==> config.mk <==
export PLATFORM = sky130hd
export DESIGN_NAME = sdram_avl_arbiter_flat
export DESIGN_NICKNAME = d
export VERILOG_FILES = /design/src/rtl/sdram_avl_arbiter_if.sv /design/src/rtl/sdram_avl_arbiter.sv /design/src/flat_wrapper.sv
export SDC_FILE = /design/constraint.sdc
export NUM_CORES = 1
export LEC_CHECK = 0
export BUFFER_PORTS_ARGS = -buffer_cell sky130_fd_sc_hd__clkbuf_2
export CAP_MARGIN = 10
export CORE_AREA = 2 2 123 125
export CTS_CLUSTER_DIAMETER = 30
export CTS_CLUSTER_SIZE = 24
export DETAILED_ROUTE_END_ITERATION = 10
export DIE_AREA = 0 0 125 127
export SKIP_CTS_REPAIR_TIMING = 1
export SLEW_MARGIN = 10
export SYNTH_ARGS = -nofsm -noshare
export SYNTH_HDL_FRONTEND = slang
export SYNTH_SLANG_ARGS = --single-unit
==> constraint.sdc <==
create_clock -name clk -period 3.25 [get_ports clk]
set_input_delay 0.65 -clock clk [delete_from_list [all_inputs] [get_ports clk]]
set_output_delay 0.65 -clock clk [all_outputs]
set_load 0.005 [all_outputs]
==> src/rtl/sdram_avl_arbiter_if.sv <==
`default_nettype none
// +-----------------------------------------------------------------------+
// | sdram_avl_arbiter_if: master-side and slave-side Avalon-style buses   |
// | of the SDRAM arbiter.                  Revision: 1.0                  |
// +-----------------------------------------------------------------------+
interface sdram_avl_arbiter_if #(
  parameter int NUM_MASTERS = 2
);
  logic [32*NUM_MASTERS-1:0] m_address;
  logic [4*NUM_MASTERS-1:0]  m_byte_en;
  logic [NUM_MASTERS-1:0]    m_read;
  logic [NUM_MASTERS-1:0]    m_write;
  logic [32*NUM_MASTERS-1:0] m_write_data;
  logic [NUM_MASTERS-1:0]    m_begin_burst_transfer;
  logic [8*NUM_MASTERS-1:0]  m_burst_count;
  logic [NUM_MASTERS-1:0]    m_resp_ready;
  logic [NUM_MASTERS-1:0]    m_request_ready;
  logic [31:0]               m_read_data;
  logic [NUM_MASTERS-1:0]    m_read_data_valid;

  logic [31:0] s_address;
  logic [3:0]  s_byte_en;
  logic        s_read;
  logic        s_write;
  logic [31:0] s_write_data;
  logic        s_begin_burst_transfer;
  logic [7:0]  s_burst_count;
  logic        s_resp_ready;
  logic        s_request_ready;
  logic        s_read_data_valid;
  logic [31:0] s_read_data;

  // The arbiter's view: slave to the requesters, master to the controller.
  modport slave (
    input  m_address, m_byte_en, m_read, m_write, m_write_data,
           m_begin_burst_transfer, m_burst_count, m_resp_ready,
           s_request_ready, s_read_data_valid, s_read_data,
    output m_request_ready, m_read_data, m_read_data_valid,
           s_address, s_byte_en, s_read, s_write, s_write_data,
           s_begin_burst_transfer, s_burst_count, s_resp_ready
  );

  modport master (
    output m_address, m_byte_en, m_read, m_write, m_write_data,
           m_begin_burst_transfer, m_burst_count, m_resp_ready,
           s_request_ready, s_read_data_valid, s_read_data,
    input  m_request_ready, m_read_data, m_read_data_valid,
           s_address, s_byte_en, s_read, s_write, s_write_data,
           s_begin_burst_transfer, s_burst_count, s_resp_ready
  );
endinterface
`default_nettype wire

==> src/rtl/sdram_avl_arbiter.sv <==
`default_nettype none
// +-----------------------------------------------------------------------+
// | sdram_avl_arbiter: round-robin, burst-locked arbiter sharing one      |
// | sdram_controller slave port among NUM_MASTERS requesters. Rev: 1.0    |
// +-----------------------------------------------------------------------+
module sdram_avl_arbiter #(
  parameter int NUM_MASTERS = 2,
  parameter int OWNER_W     = $clog2(NUM_MASTERS)
) (
  input  logic               clk,
  input  logic               rest,
  sdram_avl_arbiter_if.slave bus,
  output logic               busy,
  output logic [OWNER_W-1:0] owner
);

  typedef enum logic [1:0] {
    S_IDLE = 2'd0,
    S_CMD  = 2'd1,
    S_RESP = 2'd2
  } state_t;

  state_t             r_state, w_state_nxt;
  logic [OWNER_W-1:0] r_owner, w_owner_nxt;
  logic               r_is_read, w_is_read_nxt;
  logic [8:0]         r_beats, w_beats_nxt;
  logic [8:0]         r_cmd_cnt, w_cmd_cnt_nxt;
  logic [8:0]         r_rsp_cnt, w_rsp_cnt_nxt;

  logic [NUM_MASTERS-1:0] w_req;
  logic                   w_found;
  logic [OWNER_W-1:0]     w_winner;
  logic                   w_accept;
  logic                   w_resp_open;
  logic                   w_resp_hs;

  assign w_req           = bus.m_read | bus.m_write;
  assign bus.m_read_data = bus.s_read_data;
  assign busy            = (r_state != S_IDLE);
  assign owner           = r_owner;

  // Rotating search starting just above the last owner.
  always_comb begin : p_pick
    logic [OWNER_W:0] w_idx;
    w_found  = 1'b0;
    w_winner = r_owner;
    w_idx    = '0;
    for (int k = 1; k <= NUM_MASTERS; k++) begin
      w_idx = {1'b0, r_owner} + (OWNER_W+1)'(k);
      if (w_idx >= (OWNER_W+1)'(NUM_MASTERS)) begin
        w_idx = w_idx - (OWNER_W+1)'(NUM_MASTERS);
      end
      if (!w_found && w_req[w_idx[OWNER_W-1:0]]) begin
        w_found  = 1'b1;
        w_winner = w_idx[OWNER_W-1:0];
      end
    end
  end

  always_ff @(posedge clk) begin
    if (rest) begin
      r_state   <= S_IDLE;
      r_owner   <= OWNER_W'(NUM_MASTERS-1);
      r_is_read <= 1'b0;
      r_beats   <= 9'd0;
      r_cmd_cnt <= 9'd0;
      r_rsp_cnt <= 9'd0;
    end else begin
      r_state   <= w_state_nxt;
      r_owner   <= w_owner_nxt;
      r_is_read <= w_is_read_nxt;
      r_beats   <= w_beats_nxt;
      r_cmd_cnt <= w_cmd_cnt_nxt;
      r_rsp_cnt <= w_rsp_cnt_nxt;
    end
  end

  always_comb begin
    w_state_nxt   = r_state;
    w_owner_nxt   = r_owner;
    w_is_read_nxt = r_is_read;
    w_beats_nxt   = r_beats;
    w_cmd_cnt_nxt = r_cmd_cnt;
    w_rsp_cnt_nxt = r_rsp_cnt;

    bus.s_address              = 32'd0;
    bus.s_byte_en              = 4'd0;
    bus.s_read                 = 1'b0;
    bus.s_write                = 1'b0;
    bus.s_write_data           = 32'd0;
    bus.s_begin_burst_transfer = 1'b0;
    bus.s_burst_count          = 8'd0;
    bus.s_resp_ready           = 1'b0;
    bus.m_request_ready        = '0;
    bus.m_read_data_valid      = '0;

    w_accept    = 1'b0;
    w_resp_hs   = 1'b0;
    // Responses past the expected count are left unacknowledged.
    w_resp_open = r_is_read && (r_rsp_cnt != r_beats);

    if (r_state != S_IDLE && w_resp_open) begin
      bus.s_resp_ready               = bus.m_resp_ready[r_owner];
      bus.m_read_data_valid[r_owner] = bus.s_read_data_valid;
      w_resp_hs = bus.s_read_data_valid && bus.m_resp_ready[r_owner];
    end
    if (w_resp_hs) begin
      w_rsp_cnt_nxt = r_rsp_cnt + 9'd1;
    end

    case (r_state)
      S_IDLE: begin
        if (w_found) begin
          w_state_nxt   = S_CMD;
          w_owner_nxt   = w_winner;
          w_is_read_nxt = bus.m_read[w_winner];
          w_beats_nxt   = bus.m_begin_burst_transfer[w_winner]
                        ? {1'b0, bus.m_burst_count[8*w_winner +: 8]} + 9'd1
                        : 9'd1;
          w_cmd_cnt_nxt = 9'd0;
          w_rsp_cnt_nxt = 9'd0;
        end
      end
      S_CMD: begin
        bus.s_address              = bus.m_address[32*r_owner +: 32];
        bus.s_byte_en              = bus.m_byte_en[4*r_owner +: 4];
        bus.s_read                 = bus.m_read[r_owner];
        bus.s_write                = bus.m_write[r_owner];
        bus.s_write_data           = bus.m_write_data[32*r_owner +: 32];
        bus.s_begin_burst_transfer = bus.m_begin_burst_transfer[r_owner];
        bus.s_burst_count          = bus.m_burst_count[8*r_owner +: 8];
        bus.m_request_ready[r_owner] = bus.s_request_ready;
        w_accept = bus.s_request_ready
                 && (bus.m_read[r_owner] || bus.m_write[r_owner]);
        if (w_accept) begin
          w_cmd_cnt_nxt = r_cmd_cnt + 9'd1;
          if (r_cmd_cnt == r_beats - 9'd1) begin
            if (!r_is_read || w_rsp_cnt_nxt == r_beats) begin
              w_state_nxt = S_IDLE;
            end else begin
              w_state_nxt = S_RESP;
            end
          end
        end
      end
      S_RESP: begin
        if (w_resp_hs && w_rsp_cnt_nxt == r_beats) begin
          w_state_nxt = S_IDLE;
        end
      end
      default: w_state_nxt = S_IDLE;
    endcase
  end

endmodule
`default_nettype wire
==> src/flat_wrapper.sv <==
// flat-port wrapper written by rule: the top's interface ports become plain ports
module sdram_avl_arbiter_flat 
#(
  parameter int NUM_MASTERS = 2,
  parameter int OWNER_W     = $clog2(NUM_MASTERS)
)
  (clk, rest, busy, owner, bus_m_address, bus_m_byte_en, bus_m_read, bus_m_write, bus_m_write_data, bus_m_begin_burst_transfer, bus_m_burst_count, bus_m_resp_ready, bus_s_request_ready, bus_s_read_data_valid, bus_s_read_data, bus_m_request_ready, bus_m_read_data, bus_m_read_data_valid, bus_s_address, bus_s_byte_en, bus_s_read, bus_s_write, bus_s_write_data, bus_s_begin_burst_transfer, bus_s_burst_count, bus_s_resp_ready);
  sdram_avl_arbiter_if #(.NUM_MASTERS(NUM_MASTERS)) bus_i ();
  input  logic clk;
  input  logic rest;
  output logic busy;
  output logic [OWNER_W-1:0] owner;
  input wire logic [$bits(bus_i.m_address)-1:0] bus_m_address;
  input wire logic [$bits(bus_i.m_byte_en)-1:0] bus_m_byte_en;
  input wire logic [$bits(bus_i.m_read)-1:0] bus_m_read;
  input wire logic [$bits(bus_i.m_write)-1:0] bus_m_write;
  input wire logic [$bits(bus_i.m_write_data)-1:0] bus_m_write_data;
  input wire logic [$bits(bus_i.m_begin_burst_transfer)-1:0] bus_m_begin_burst_transfer;
  input wire logic [$bits(bus_i.m_burst_count)-1:0] bus_m_burst_count;
  input wire logic [$bits(bus_i.m_resp_ready)-1:0] bus_m_resp_ready;
  input wire logic [$bits(bus_i.s_request_ready)-1:0] bus_s_request_ready;
  input wire logic [$bits(bus_i.s_read_data_valid)-1:0] bus_s_read_data_valid;
  input wire logic [$bits(bus_i.s_read_data)-1:0] bus_s_read_data;
  output wire logic [$bits(bus_i.m_request_ready)-1:0] bus_m_request_ready;
  output wire logic [$bits(bus_i.m_read_data)-1:0] bus_m_read_data;
  output wire logic [$bits(bus_i.m_read_data_valid)-1:0] bus_m_read_data_valid;
  output wire logic [$bits(bus_i.s_address)-1:0] bus_s_address;
  output wire logic [$bits(bus_i.s_byte_en)-1:0] bus_s_byte_en;
  output wire logic [$bits(bus_i.s_read)-1:0] bus_s_read;
  output wire logic [$bits(bus_i.s_write)-1:0] bus_s_write;
  output wire logic [$bits(bus_i.s_write_data)-1:0] bus_s_write_data;
  output wire logic [$bits(bus_i.s_begin_burst_transfer)-1:0] bus_s_begin_burst_transfer;
  output wire logic [$bits(bus_i.s_burst_count)-1:0] bus_s_burst_count;
  output wire logic [$bits(bus_i.s_resp_ready)-1:0] bus_s_resp_ready;
  assign bus_i.m_address = bus_m_address;
  assign bus_i.m_byte_en = bus_m_byte_en;
  assign bus_i.m_read = bus_m_read;
  assign bus_i.m_write = bus_m_write;
  assign bus_i.m_write_data = bus_m_write_data;
  assign bus_i.m_begin_burst_transfer = bus_m_begin_burst_transfer;
  assign bus_i.m_burst_count = bus_m_burst_count;
  assign bus_i.m_resp_ready = bus_m_resp_ready;
  assign bus_i.s_request_ready = bus_s_request_ready;
  assign bus_i.s_read_data_valid = bus_s_read_data_valid;
  assign bus_i.s_read_data = bus_s_read_data;
  assign bus_m_request_ready = bus_i.m_request_ready;
  assign bus_m_read_data = bus_i.m_read_data;
  assign bus_m_read_data_valid = bus_i.m_read_data_valid;
  assign bus_s_address = bus_i.s_address;
  assign bus_s_byte_en = bus_i.s_byte_en;
  assign bus_s_read = bus_i.s_read;
  assign bus_s_write = bus_i.s_write;
  assign bus_s_write_data = bus_i.s_write_data;
  assign bus_s_begin_burst_transfer = bus_i.s_begin_burst_transfer;
  assign bus_s_burst_count = bus_i.s_burst_count;
  assign bus_s_resp_ready = bus_i.s_resp_ready;
  sdram_avl_arbiter #(.NUM_MASTERS(NUM_MASTERS), .OWNER_W(OWNER_W)) u_core (.clk(clk), .rest(rest), .bus(bus_i), .busy(busy), .owner(owner));
endmodule
==> impl_metrics.tcl, run 1 <==
set metrics [dict create \
    post_dp_cell_area_um2 4950 \
    core-area_um2 14400 \
    muxShareOfSynthArea_pct 24.0 \
    setup_viol 0 \
    sequentialPowerShare_pct 25.7 \
    drc 0 \
    pwr-share-clk_pct 27.2 \
    yosysTopAreaCellShare_pct 22.5 \
    grt_setup_unrepaired "false" \
    synth_ff_type "dfxtp_1" \
    synth_edf_count 0 \
    ant_nets 0 \
    final_net_count 905 \
    syn_area_per_cell_um2 7.45 \
    drt-initial-drc-count 345 \
    synthTopCellsByArea "mux2i_1 (22%), dfxtp_1 (16%), nor2_1 (11%), buf_4 (6.5%), xnor2_1 (6.5%)" \
    yosysTopAreaCell "mux2i_1" \
    holdPathStages 2 \
    grtUsageTotal_pct 21.7 \
    preCtsSetupSlack_ps 686 \
    synthAdderAreaFrac_pct 1.32 \
    routedWlPerCell_um 20.2 \
    p_per_area_nw_per_um2 330 \
    overflow 0 \
    grt_pass1_vias 4077 \
    worst_ir_drop_vdd_mv 0.152 \
    antenna_cells 0 \
    cts_inserted_buffers 5 \
    synthSimpleGateAreaFrac_pct 25.7 \
    fillers 1599 \
    synth-compound-area-share_pct 10.8 \
    cts.sinks 31 \
    required_ps 2600 \
    netlist_instances 508 \
    io_pins 314 \
    slew_headroom_pct 52.5 \
    drive_gt1_share_pct 40.8 \
    area_growth_pct 34.6 \
    worstHoldPathType "flip-flop to flip-flop" \
    final.setup.tns_ps 0 \
    synth_seq_cells 31 \
    cp-start-kind "flip-flop" \
    drt_pass1_iterations 5 \
    wl_um 18000 \
    drt-vias-per-instance 4.85 \
    syn_area_um2 3790 \
    fin_ws_ps 593 \
    critPathArrivalTime_ps 2010 \
    totalPowerFinal_w 0.00168 \
    synthesis.nets 708 \
    path_buf_inv 1 \
    synth_cell_types 62 \
    multiInputGateArea_um2 2730 \
    yosysSeqAreaShare_pct 16.4 \
    yosys-top-cells-count "nor2_1 (111), mux2i_1 (85), buf_4 (33), dfxtp_1 (31), xnor2_1 (28)" \
    utilization_pct 35.3 \
    finalClockSkew_ps 6.37 \
    clk_pin_slew_ps 50 \
    place_hpwl_um 15700 \
    power_frac_comb_pct 47.1 \
    p_leak_nw 2.74 \
    crit_slowest_cell "or4_1" \
    cpLargestDelayFamily "simple AND/OR/NAND/NOR gates" \
    antenna_found_initial 0 \
    cts-root-buf "clkbuf_16" \
    regArea_um2 624 \
    synth-xor-area-share_pct 10.2 \
    crit_fanout 6 \
    hold_violations 0 \
    fin_crit_ps 2660 \
    cts.htree.levels 2 \
    tritoncts "yes" \
    cp_cell_sequence "xor2_1 -> or4_1 -> nor3_2 -> nor3_1 -> clkbuf_2" \
    period_share_pct 81.8 \
    cp.depth 5 \
    crit_type "flip-flop to primary output" \
    critPathMaxStageDelay_ps 610 \
    dr_total_vias 4319 \
    status "completed" \
    sw_frac_of_total_pct 38.3 \
    slew_violations 0 \
    gp_congestion 0.954 \
    yosysMostFrequentCell "nor2_1" \
    die_h_um 127 \
    fin_area_um2 5100 \
    reg2reg_depth 6 \
    synth-async-reset-ratio_pct 0 \
    yosysWarnings 0 \
    rows 44 \
    end_kind "primary output" \
    synth_top_family_by_area "simple AND/OR/NAND/NOR gates" \
    tightest_slew_ps 713 \
    cellInternalPower_w 0.00104 \
    max_clock_freq_mhz 376 \
    chipWidth_um 125 \
    switchingPower_w 0.000643 \
    dieArea_um2 15900 \
    cts_buffer_depth 2 \
    io_buffer_count 249 \
    grt_max_degree 46 \
    max-cap-violations 0 \
    grt_pass1_wl_um 25900 \
    initial_core_util_pct 26.2 \
    insertion_delay_ps 280 \
]
## logic make-up (layout without fill, tap and decap cells)
| family | count (synthesis) | after routing |
|---|---|---|
| and+or+nand+nor | 207 | 207 |
| muxes | 90 | 90 |
| buffers and inverters | 76 | 274 |
| AOI/OAI and AO/OA | 56 | 56 |
| xor gates and xnor gates | 44 | 44 |
| DFF | 31 | 31 |
| adders and majority gates | 4 | 4 |
## power by group through the flow
| stage | registers (W) | clock network, W | logic, W |
|---|---|---|---|
| after floorplan | 0.000417 | 0 | 0.000496 |
| after global placement | 0.000439 | 0 | 0.000787 |
| after detailed placement | 0.000439 | 0 | 0.000786 |
| after CTS | 0.000431 | 0.000463 | 0.000790 |
| after global routing | 0.000435 | 0.000477 | 0.000867 |
| final | 0.000432 | 0.000456 | 0.000791 |
## stage by stage
stage                     cells  hold slack, ps
after CTS                   890             535
after global routing        890             567
final                       890             531
after global placement      882             519
after detailed placement    882             518
after floorplan             508             481
## worst paths after layout
path	from	end	slack, ps
worst max-delay path	u_core.r_beats[3]	bus_s_resp_ready	590
worst max register to register	u_core.owner	u_core.r_state[1]	880
worst min register to register	u_core.r_cmd_cnt[8]	u_core.r_cmd_cnt[8]	530
worst min-delay path	u_core.r_cmd_cnt[8]	u_core.r_cmd_cnt[8]	530
## metal layers
layer  routed length, um  GRT usage, %
met1                8960          33.4
met2                6670          28.4
met3                2210          8.79
met4                  86          1.96
met5                  87          3.72
## worst reg2reg max path, cell delays in order, from the launching register on
cell and delay (ps):
dfxtp_4 480, mux2i_1 360, or2_1 510, a21oi_1 90, o32a_2 390, nor4_1 290, a211oi_2 110
## cell type report
cell class	count	share of cell area (%)
multi-input combinational	401	53.5
timing repair buffer	259	26.4
sequential	31	12.3
tap	184	4.52
clock buffer	6	2.53
inverter	7	0.516
clock inverter	2	0.246
## state kept, by name (all words and copies together) (netlist names)
register          flops
u_core.owner          1
u_core.r_beats        9
u_core.r_cmd_cnt      9
u_core.r_is_read      1
u_core.r_rsp_cnt      9
u_core.r_state        2
## layout by cell type, fill, tap and decap left out, drive strengths merged, types with 5 or more instances in the layout
| master | instances |
|---|---|
| clkbuf | 255 |
| nor2 | 111 |
| mux2i | 85 |
| dfxtp | 31 |
| xnor2 | 28 |
| nand2 | 25 |
| xor2 | 16 |
| nor4 | 13 |
| o21ai | 12 |
| a21oi | 11 |
| nor3 | 11 |
| buf | 10 |
| nand4 | 9 |
| nand3 | 8 |
| inv | 7 |
| mux2 | 5 |
| and3 | 5 |
| o31ai | 5 |
Note: power is estimated with default switching activity, not from simulation.
==> run 2, diff against run 1 <==
clock period = 2.45 ns   (was 3.25 ns; I/O delays follow)
==> run 2 against run 1 <==
Routed wire length is 2.7% higher. Critical endpoint is now bus_s_write_data[1]. Combinational power is 44% higher. Worst setup slack lost 510 ps.
==> impl_metrics.tcl, run 2 (synthesis gave the netlist of run 1 again) <==
set metrics [dict create \
    status "completed" \
    antenna_found_initial 0 \
    hold_start "u_core.r_beats[7]" \
    cts-root-buf "clkbuf_16" \
    tightest_slew_ps 516 \
    io_pins 314 \
    area_growth_pct 40.5 \
    cts_inserted_buffers 5 \
    drt-initial-drc-count 258 \
    max_clock_freq_mhz 423 \
    p_leak_nw 2.85 \
    max-cap-violations 0 \
    final_common_cell "clkbuf_2" \
    final.setup.tns_ps 0 \
    cp-startpoint "u_core.owner" \
    finalClockSkew_ps 4.89 \
    grt_max_degree 59 \
    fin_crit_ps 2370 \
    cts.htree.levels 2 \
    cts.sinks 31 \
    io_buffer_count 249 \
    reg_top3 "u_core.r_beats x9, u_core.r_cmd_cnt x9, u_core.r_rsp_cnt x9" \
    period_share_pct 96.6 \
    slew_headroom_pct 64.6 \
    worstHoldPathType "flip-flop to flip-flop" \
    final_cell_mix "clkbuf_2 (249), nor2_1 (111), mux2i_1 (85)" \
    drive_gt1_share_pct 43.7 \
    utilization_pct 36.9 \
    grt_pass1_vias 4091 \
    die_h_um 127 \
    overflow 0 \
    required_ps 1960 \
    path_buf_inv 3 \
    grt_setup_unrepaired "false" \
    totalPowerFinal_w 0.00231 \
    initial_core_util_pct 26.2 \
    cp_cell_sequence "buf_12 -> buf_4 -> mux2i_1 -> nor2_1 -> clkbuf_2" \
    rows 44 \
    critPathArrivalTime_ps 1880 \
    fin_area_um2 5320 \
    grt_pass1_wl_um 26300 \
    chipWidth_um 125 \
    core-area_um2 14400 \
    crit_slowest_cell "dfxtp_4" \
    hold_violations 0 \
    antenna_cells 0 \
    drt-vias-per-instance 4.99 \
    dieArea_um2 15900 \
    gp_congestion 0.937 \
    slew_violations 0 \
    drc 0 \
    ant_nets 0 \
    regToRegStartpoint "u_core.r_rsp_cnt[0]" \
    setup_viol 0 \
    critPathMaxStageDelay_ps 510 \
    post_dp_cell_area_um2 5110 \
    end_kind "primary output" \
    wl_um 18500 \
    cts_buffer_depth 2 \
    place_hpwl_um 16200 \
    grtUsageTotal_pct 22.1 \
    clk_pin_slew_ps 50 \
    drt_pass1_iterations 5 \
    p_per_area_nw_per_um2 434 \
    worst_ir_drop_vdd_mv 0.205 \
    dr_total_vias 4537 \
    cpLargestDelayFamily "flip-flops" \
    crit_type "flip-flop to primary output" \
    tritoncts "yes" \
    crit_fanout 17 \
    cp-start-kind "flip-flop" \
    final_net_count 924 \
    insertion_delay_ps 280 \
    routedWlPerCell_um 20.4 \
]
[run 2: area by class of cell]
class / count / area, um^2
Fill cell: 1617 / 9100
Multi-Input combinational cell: 401 / 2760
Timing Repair Buffer: 278 / 1530
Sequential cell: 31 / 632
Tap cell: 184 / 230
Clock buffer: 6 / 129
Inverter: 7 / 26.3
Clock inverter: 2 / 12.5
[run 2: per-stage QoR]
step / std cells / worst slack (ps) / hold slack (ps)
after CTS: 908 / -35.5 / 540
after floorplan: 508 / 146 / 481
after detailed placement: 900 / 233 / 530
after global routing: 909 / 0.717 / 535
after global placement: 900 / 240 / 525
final: 909 / 83.7 / 510
[run 2: worst paths after layout]
kind	slack [ps]	cells after the start	endpoint
worst max register to register	320	7	u_core.r_state[1]
worst min-delay path	510	2	u_core.r_beats[7]
worst max-delay path	80	5	bus_s_write_data[1]
worst min register to register	510	2	u_core.r_beats[7]
[run 2: layer usage]
| metal | GRT usage, % | routed length [um] | vias up |
|---|---|---|---|
| li1 | - | - | 2185 |
| met1 | 34.4 | 9290 | 2066 |
| met2 | 28.5 | 6880 | 270 |
| met3 | 9.25 | 2180 | 14 |
| met4 | 2.16 | 119 | 2 |
| met5 | 2.17 | 35 | - |
[run 2: worst min-delay path: stages (launching register included)]
cell and delay [ps]:
dfxtp_2 360, nand2_1 70, a21oi_1 50
[run 2: where the power goes]
part	internal (W)	total, W	switching [W]
clock	0.000374	0.000600	0.000226
sequential	0.000526	0.000569	0.0000431
combinational	0.000533	0.00114	0.000605
